==> src/rtl/debounce_ctrl.sv <==
// Multi-channel switch debouncer: internal sample-tick prescaler plus one
// evaluation engine shared round-robin across all channels.
module debounce_ctrl #(
  parameter int N_CH     = 4,
  parameter int TICK_DIV = 5000,
  parameter int N_TICKS  = 4
) (
  input  logic            clk,
  input  logic            rst,
  input  logic            en,
  input  logic [N_CH-1:0] sw,
  output logic [N_CH-1:0] db,
  output logic [N_CH-1:0] db_rise,
  output logic [N_CH-1:0] db_fall,
  output logic            tick,
  output logic            busy
);

  localparam int PCNT_W = (TICK_DIV > 1) ? $clog2(TICK_DIV) : 1;
  localparam int CNT_W  = $clog2(N_TICKS + 1);
  localparam int IDX_W  = (N_CH > 1) ? $clog2(N_CH) : 1;

  typedef enum logic {IDLE, SCAN} state_t;

  state_t                       state_q, state_d;
  logic [IDX_W-1:0]             idx_q, idx_d;
  logic [PCNT_W-1:0]            pcnt_q, pcnt_d;
  logic                         tick_q, tick_d;
  logic [N_CH-1:0]              sync1_q, sync1_d;
  logic [N_CH-1:0]              sw_s_q, sw_s_d;
  logic [N_CH-1:0]              db_q, db_d;
  logic [N_CH-1:0]              rise_q, rise_d;
  logic [N_CH-1:0]              fall_q, fall_d;
  logic [N_CH-1:0][CNT_W-1:0]   cnt_q, cnt_d;

  always_comb begin
    sync1_d = sw;
    sw_s_d  = sync1_q;
    pcnt_d  = '0;
    tick_d  = 1'b0;
    if (en) begin
      if (pcnt_q == PCNT_W'(TICK_DIV - 1)) begin
        tick_d = 1'b1;
      end else begin
        pcnt_d = pcnt_q + PCNT_W'(1);
      end
    end
  end

  // Scheduler and shared evaluation engine: one channel per SCAN cycle.
  always_comb begin
    state_d = state_q;
    idx_d   = idx_q;
    cnt_d   = cnt_q;
    db_d    = db_q;
    rise_d  = '0;
    fall_d  = '0;
    case (state_q)
      IDLE: begin
        if (tick_q) begin
          state_d = SCAN;
          idx_d   = '0;
        end
      end
      SCAN: begin
        for (int i = 0; i < N_CH; i++) begin
          if (idx_q == IDX_W'(i)) begin
            if (sw_s_q[i] == db_q[i]) begin
              cnt_d[i] = '0;
            end else if (cnt_q[i] == CNT_W'(N_TICKS - 1)) begin
              db_d[i]   = sw_s_q[i];
              cnt_d[i]  = '0;
              rise_d[i] = sw_s_q[i];
              fall_d[i] = ~sw_s_q[i];
            end else begin
              cnt_d[i] = cnt_q[i] + CNT_W'(1);
            end
          end
        end
        if (idx_q == IDX_W'(N_CH - 1)) begin
          state_d = IDLE;
          idx_d   = '0;
        end else begin
          idx_d = idx_q + IDX_W'(1);
        end
      end
      default: state_d = IDLE;
    endcase
  end

  always_ff @(posedge clk or posedge rst) begin
    if (rst) begin
      state_q <= IDLE;
      idx_q   <= '0;
      pcnt_q  <= '0;
      tick_q  <= 1'b0;
      sync1_q <= '0;
      sw_s_q  <= '0;
      db_q    <= '0;
      rise_q  <= '0;
      fall_q  <= '0;
      cnt_q   <= '0;
    end else begin
      state_q <= state_d;
      idx_q   <= idx_d;
      pcnt_q  <= pcnt_d;
      tick_q  <= tick_d;
      sync1_q <= sync1_d;
      sw_s_q  <= sw_s_d;
      db_q    <= db_d;
      rise_q  <= rise_d;
      fall_q  <= fall_d;
      cnt_q   <= cnt_d;
    end
  end

  assign db      = db_q;
  assign db_rise = rise_q;
  assign db_fall = fall_q;
  assign tick    = tick_q;
  assign busy    = (state_q == SCAN);

endmodule
==> config.mk <==
export PLATFORM = sky130hd
export DESIGN_NAME = debounce_ctrl
export DESIGN_NICKNAME = d
export VERILOG_FILES = /design/src/rtl/debounce_ctrl.sv
export SDC_FILE = /design/constraint.sdc
export NUM_CORES = 1
export LEC_CHECK = 0
export ABC_CLOCK_PERIOD_IN_PS = 2100
export CORE_UTILIZATION = 55
export CTS_CLUSTER_SIZE = 24
export DETAILED_ROUTE_END_ITERATION = 10
export GPL_TIMING_DRIVEN = 0
export PLACE_DENSITY_LB_ADDON = 0.08
export RECOVER_POWER = 25
export REMOVE_ABC_BUFFERS = 1
export SYNTH_ARGS = -nofsm -noshare
export SYNTH_HDL_FRONTEND = slang
export SYNTH_SLANG_ARGS = --single-unit
export TNS_END_PERCENT = 20
==> constraint.sdc <==
create_clock -name clk -period 2.1 [get_ports clk]
set_input_delay 0.42 -clock clk [delete_from_list [all_inputs] [get_ports clk]]
set_output_delay 0.42 -clock clk [all_outputs]
set_load 0.01 [all_outputs]
# ---- Yosys cells after proc, flatten, opt, wreduce, memory -nomap -nowiden
# Cells that the tools add are included.
dict set report word_totals {
  regBits 49
  output_inout_bits 14
  input_bits 7
}
dict set report classes {
  mux 44
  n_bitwise 9
  n_reduce_logical 9
  n_addsub 6
  n_eq_ne 13
}
# op n
set op_table {}
lappend op_table {{1-bit two-way mux} 28}
lappend op_table {{13-bit two-way mux} 2}
lappend op_table {{3-bit two-way mux} 8}
lappend op_table {{4-bit AND reduction} 4}
lappend op_table {{13-bit by 1-bit adder with 13-bit output, second input constant} 1}
lappend op_table {{13-bit == test, second input constant} 1}
lappend op_table {{3-bit by 1-bit adder with 3-bit output, second input constant} 4}
lappend op_table {{3-bit by 2-bit == test with 1-bit output, second input constant} 4}
lappend op_table {{1-bit inverter} 9}
lappend op_table {{4-bit two-way mux} 2}
lappend op_table {{2-bit AND reduction} 4}
lappend op_table {{1-bit == test} 4}
lappend op_table {{2-bit == test, second input constant} 2}
lappend op_table {{2-bit two-way mux} 2}
lappend op_table {{2-bit one-hot mux with 2 select lines} 1}
lappend op_table {{2-bit by 1-bit adder with 2-bit output, second input constant} 1}
lappend op_table {{2-bit by 1-bit == test with 1-bit output, second input constant} 1}
lappend op_table {{2-bit logical NOT} 1}
lappend op_table {{2-bit != test, second input constant} 1}
lappend op_table {{1-bit one-hot mux with 2 select lines} 1}

# ---- Depth between registers and ports, before layout
dict set report logic_depth {
  word_depth 5
  depth_mapped 6
}

# ---- Worst setup path before layout
# Ideal clock, no wire load.
dict set report synth_timing {
  path_type {reg2reg}
  from {reg pcnt_q[10]}
  to {reg pcnt_q[10]}
  stages_incl_launch_ff 6
  synth_period_minus_slack_ps 1778
  n_path_buf 1
  t_arrival_ps 1659
  t_required_ps 1981
  slack_ps 322
  setup_time_ps 119
  path_cell_list {dfrtp_1 > or4b_1 > or4_4 > nand2_2 > buf_6 > nor2_1}
}
dict set report synth_between {
  elab_chain_len 3
  elab_cells_between_ends 4
}
# item line
set synth_lines {}
lappend synth_lines {{from (decl)} 27} ;# logic [PCNT_W-1:0] pcnt_q, pcnt_d;
lappend synth_lines {{from (signal assigned)} 106} ;# pcnt_q <= pcnt_d;
lappend synth_lines {{13-bit by 1-bit adder with 13-bit output or 13-bit == test (tied branches)} {45, 42}}
lappend synth_lines {{13-bit two-way mux *} 42} ;# if (pcnt_q == PCNT_W'(TICK_DIV - 1)) begin
lappend synth_lines {{13-bit two-way mux *} 41} ;# if (en) begin
lappend synth_lines {{via pcnt_d[10]} 27}
# Mark *: on every way through the listed nets, which the timed path passes. The rest lies on a longest branch.
# A chain may end at the register's enable or synchronous reset.

# ---- Worst setup path after layout
dict set report layout_timing {
  from {reg state_q, in the netlist busy}
  to {out busy}
}
# item line
set layout_lines {}
lappend layout_lines {{from (decl)} 25} ;# state_t state_q, state_d;
lappend layout_lines {{from (signal assigned)} 104} ;# state_q <= state_d;
lappend layout_lines {{to (decl)} 16} ;# output logic busy
# No word-level cell between the ends.

==> impl_metrics.ini <==
[status]
status = completed

[place]
port_buffers = 20
pre_cts_slack_ns = 0.245
place_congestion = 0.797
dp.cells = 232
dp_hpwl_mm = 2.22
post_dp_cell_area_um2 = 2290

[global_routing]
grt_max_degree = 44
grt_pass1_vias = 1299
groute.usage.overall = 0.188
antenna_found_initial = 0
grt_pass1_wl_mm = 5.73
overflow = 0

[pwr]
pwr-share-seq = 0.588
p_leak_nw = 1.05
netSwitchingPower_uw = 466
clkPwrFrac = 0.273
ir_drop_uv = 592
power.density_nw_per_um2 = 795
power.internal_mw = 1.41
pwr-share-comb = 0.139
switching_share = 0.248
power_mw = 1.88

[die]
core-area_um2 = 3440
die_h_um = 62.7
die_x_um = 62.7
initial_core_util = 0.590
die-area_um2 = 3940
io_pins = 21
num_rows = 21

[timing]
fin_ws_ns = 0.159
setup_violations = 0
holdWs_ns = 0.351
tns_ns = 0
finalCritPeriodShare = 0.924
slew_violations = 0
worstMarginPinSlew_ns = 0.999
rsz0062_at_grt = no
period_minus_slack_ns = 1.94
skew_ns = 0.00684
relSlewSlack = 0.334
timing.fmax_ghz = 0.515
hold_violations = 0

[min_path]
worstHoldPathCells = 0
hold_class = flop to flop
min_delay_worst_endpoint = sw_s_q[2]$_DFF_PP0_
min-delay-start = sw_s_d[2]$_DFF_PP0_

[worst_setup_path]
critical_path_class = flop to output port
crit_buf_inv = 1
r2r-start = pcnt_q[10]$_DFF_PP0_
worstPathRequired_ns = 1.68
crit_path_max_fanout = 14
r2r-end = pcnt_q[11]$_DFF_PP0_
cp_top_family = flip-flops
reg2reg_depth = 4
regToRegSetupSlack_ns = 0.23
cp_cell_sequence = clkdlybuf4s50_1
cpPeakStageDelay_ns = 0.62
cp_slowest_cell = dfrtp_1
cp-end-kind = output port
startpoint_type = flop
crit_arrival_ns = 1.52

[cts]
postCtsSetupBuffers = 0
clkTransAtPathRegs_ns = 0.08
cts_hold_buf = 0
insertion_delay_ns = 0.29
clkSinkCount = 49
clock_path_buffers = 2
post_cts_resized = 0
h-tree-depth = 2
cts_tree = done
root_buffer = clkbuf_8
cts_buffers = 5

[finish]
drive_above_1_share = 0.0928
fillerInstances = 261
final_cells = 240
nets = 209
multi_input_area_um2 = 762
syn2layout_area_growth_pct = 16.3
regArea_um2 = 1230
fin_area_um2 = 2360
diodes = 0
post-route-util = 0.686

[route]
vias = 1252
dr.first_iter.drc_count = 86
routed_wl_mm = 3.10
drc = 0
wl_per_cell_um = 12.9
ant_nets = 0
first_pass_iters = 4
vias_per_cell = 5.22

[synthesis]
avgSynthCellArea_um2 = 12.2
ys_warn_count = 0
synth_area_leaders = dfrtp_1 60%, ha_1 5.5%, xnor2_1 5.2%, mux2_2 4.4%, nor2_1 3.5%
synth-adder-area-share = 0.0555
synth_cell_types = 27
synth_xor_area_frac = 0.0647
synth_top_family_by_area = simple AND/OR/NAND/NOR gates
netlist_instances = 167
ys.flop_type = dfrtp_1
synth.area.mux_share = 0.0444
synth-compound-area-share = 0.0407
netlist.area_leader.share = 0.604
synthSimpleGateAreaFrac = 0.170
seq_area_frac_synth = 0.604
synth-seq-cells = 49
syn_area_um2 = 2030
synth-async-reset-ratio = 1.00
synth_edf_count = 0
synth_top_cell_by_area = dfrtp_1

[flow_run]
maxCapViolCount = 0
## logic make-up (layout without fill, tap and decap cells)
kind of cell | Yosys count | count (layout)
buffers and inverters | 9 | 36
XOR/XNOR | 15 | 15
multiplexers | 8 | 8
flip-flops | 49 | 49
AO/OA/AOI/OAI | 11 | 11
AND/OR/NAND/NOR | 66 | 66
adder cells (fa/ha/maj) | 9 | 9
## per-layer routing
layer / track usage / wire length (µm) / vias to the layer above
met5: 0 / 0 / -
met4: 0.0436 / 18 / 0
met3: 0.0493 / 90 / 2
met2: 0.317 / 1610 / 21
met1: 0.243 / 1380 / 614
li1: - / - / 615
## synthesized netlist by cell type (2+ instances only)
library cell	instances
nor3_1	8
mux2_2	8
nor2b_1	4
nor3b_1	8
a22o_1	4
or3_1	2
nor2_1	19
ha_1	9
xor2_1	3
o21ai_0	2
inv_1	7
nand4_1	3
nand2_1	9
dfrtp_1	49
nand3_1	6
o21a_1	4
xnor2_1	12
## power groups by stage
stage / combinational, mW / clock (mW) / sequential (mW)
6_report: 0.261 / 0.512 / 1.10
2_1_floorplan: 0.202 / 0 / 1.10
3_3_place_gp: 0.251 / 0 / 1.11
3_5_place_dp: 0.271 / 0 / 1.12
4_1_cts: 0.274 / 0.534 / 1.10
5_1_grt: 0.315 / 0.580 / 1.12
## layout by cell type, fill, tap and decap left out, types with 2 or more instances in the layout
| cell | netlist | layout |
|---|---|---|
| dfrtp_1 | 49 | 49 |
| nor2_1 | 19 | 19 |
| clkdlybuf4s50_1 | 0 | 15 |
| xnor2_1 | 12 | 12 |
| nand2_1 | 9 | 9 |
| ha_1 | 9 | 9 |
| nor3_1 | 8 | 8 |
| nor3b_1 | 8 | 8 |
| mux2_2 | 8 | 8 |
| inv_1 | 7 | 7 |
| nand3_1 | 6 | 6 |
| clkbuf_8 | 0 | 5 |
| dlygate4sd3_1 | 0 | 5 |
| nor2b_1 | 4 | 4 |
| a22o_1 | 4 | 4 |
| o21a_1 | 4 | 4 |
| nand4_1 | 3 | 3 |
| xor2_1 | 3 | 3 |
| or3_1 | 2 | 2 |
| o21ai_0 | 2 | 2 |
| clkbuf_1 | 1 | 2 |
## area by class of cell
type,instances,share of cell area
flip-flops and latches,49,0.519
multi-input cells,109,0.323
repair buffers,21,0.0869
clock buffers,7,0.0323
well taps,46,0.0244
inverters,7,0.0111
clock inverters,1,0.00318
## state kept, by name, summed over array words and instances (netlist names)
signal and count:
idx_q 2, sw_s_q 4, cnt_q 12, pcnt_q 13, db_fall 4, db 4, busy 1, db_rise 4
tick 1, sw_s_d 4
## how the worst max path moves through the flow
stage	to	cells after the start	from
floorplan	pcnt_q[10]$_DFF_PP0_	4	pcnt_q[10]$_DFF_PP0_
global placement	db_fall[1]$_DFF_PP0_	2	rst
detailed placement	pcnt_q[11]$_DFF_PP0_	4	pcnt_q[10]$_DFF_PP0_
CTS	busy	1	busy$_DFF_PP0_
global route	busy	1	busy$_DFF_PP0_
finish	busy	1	busy$_DFF_PP0_
Note: power is estimated with default switching activity, not from simulation.
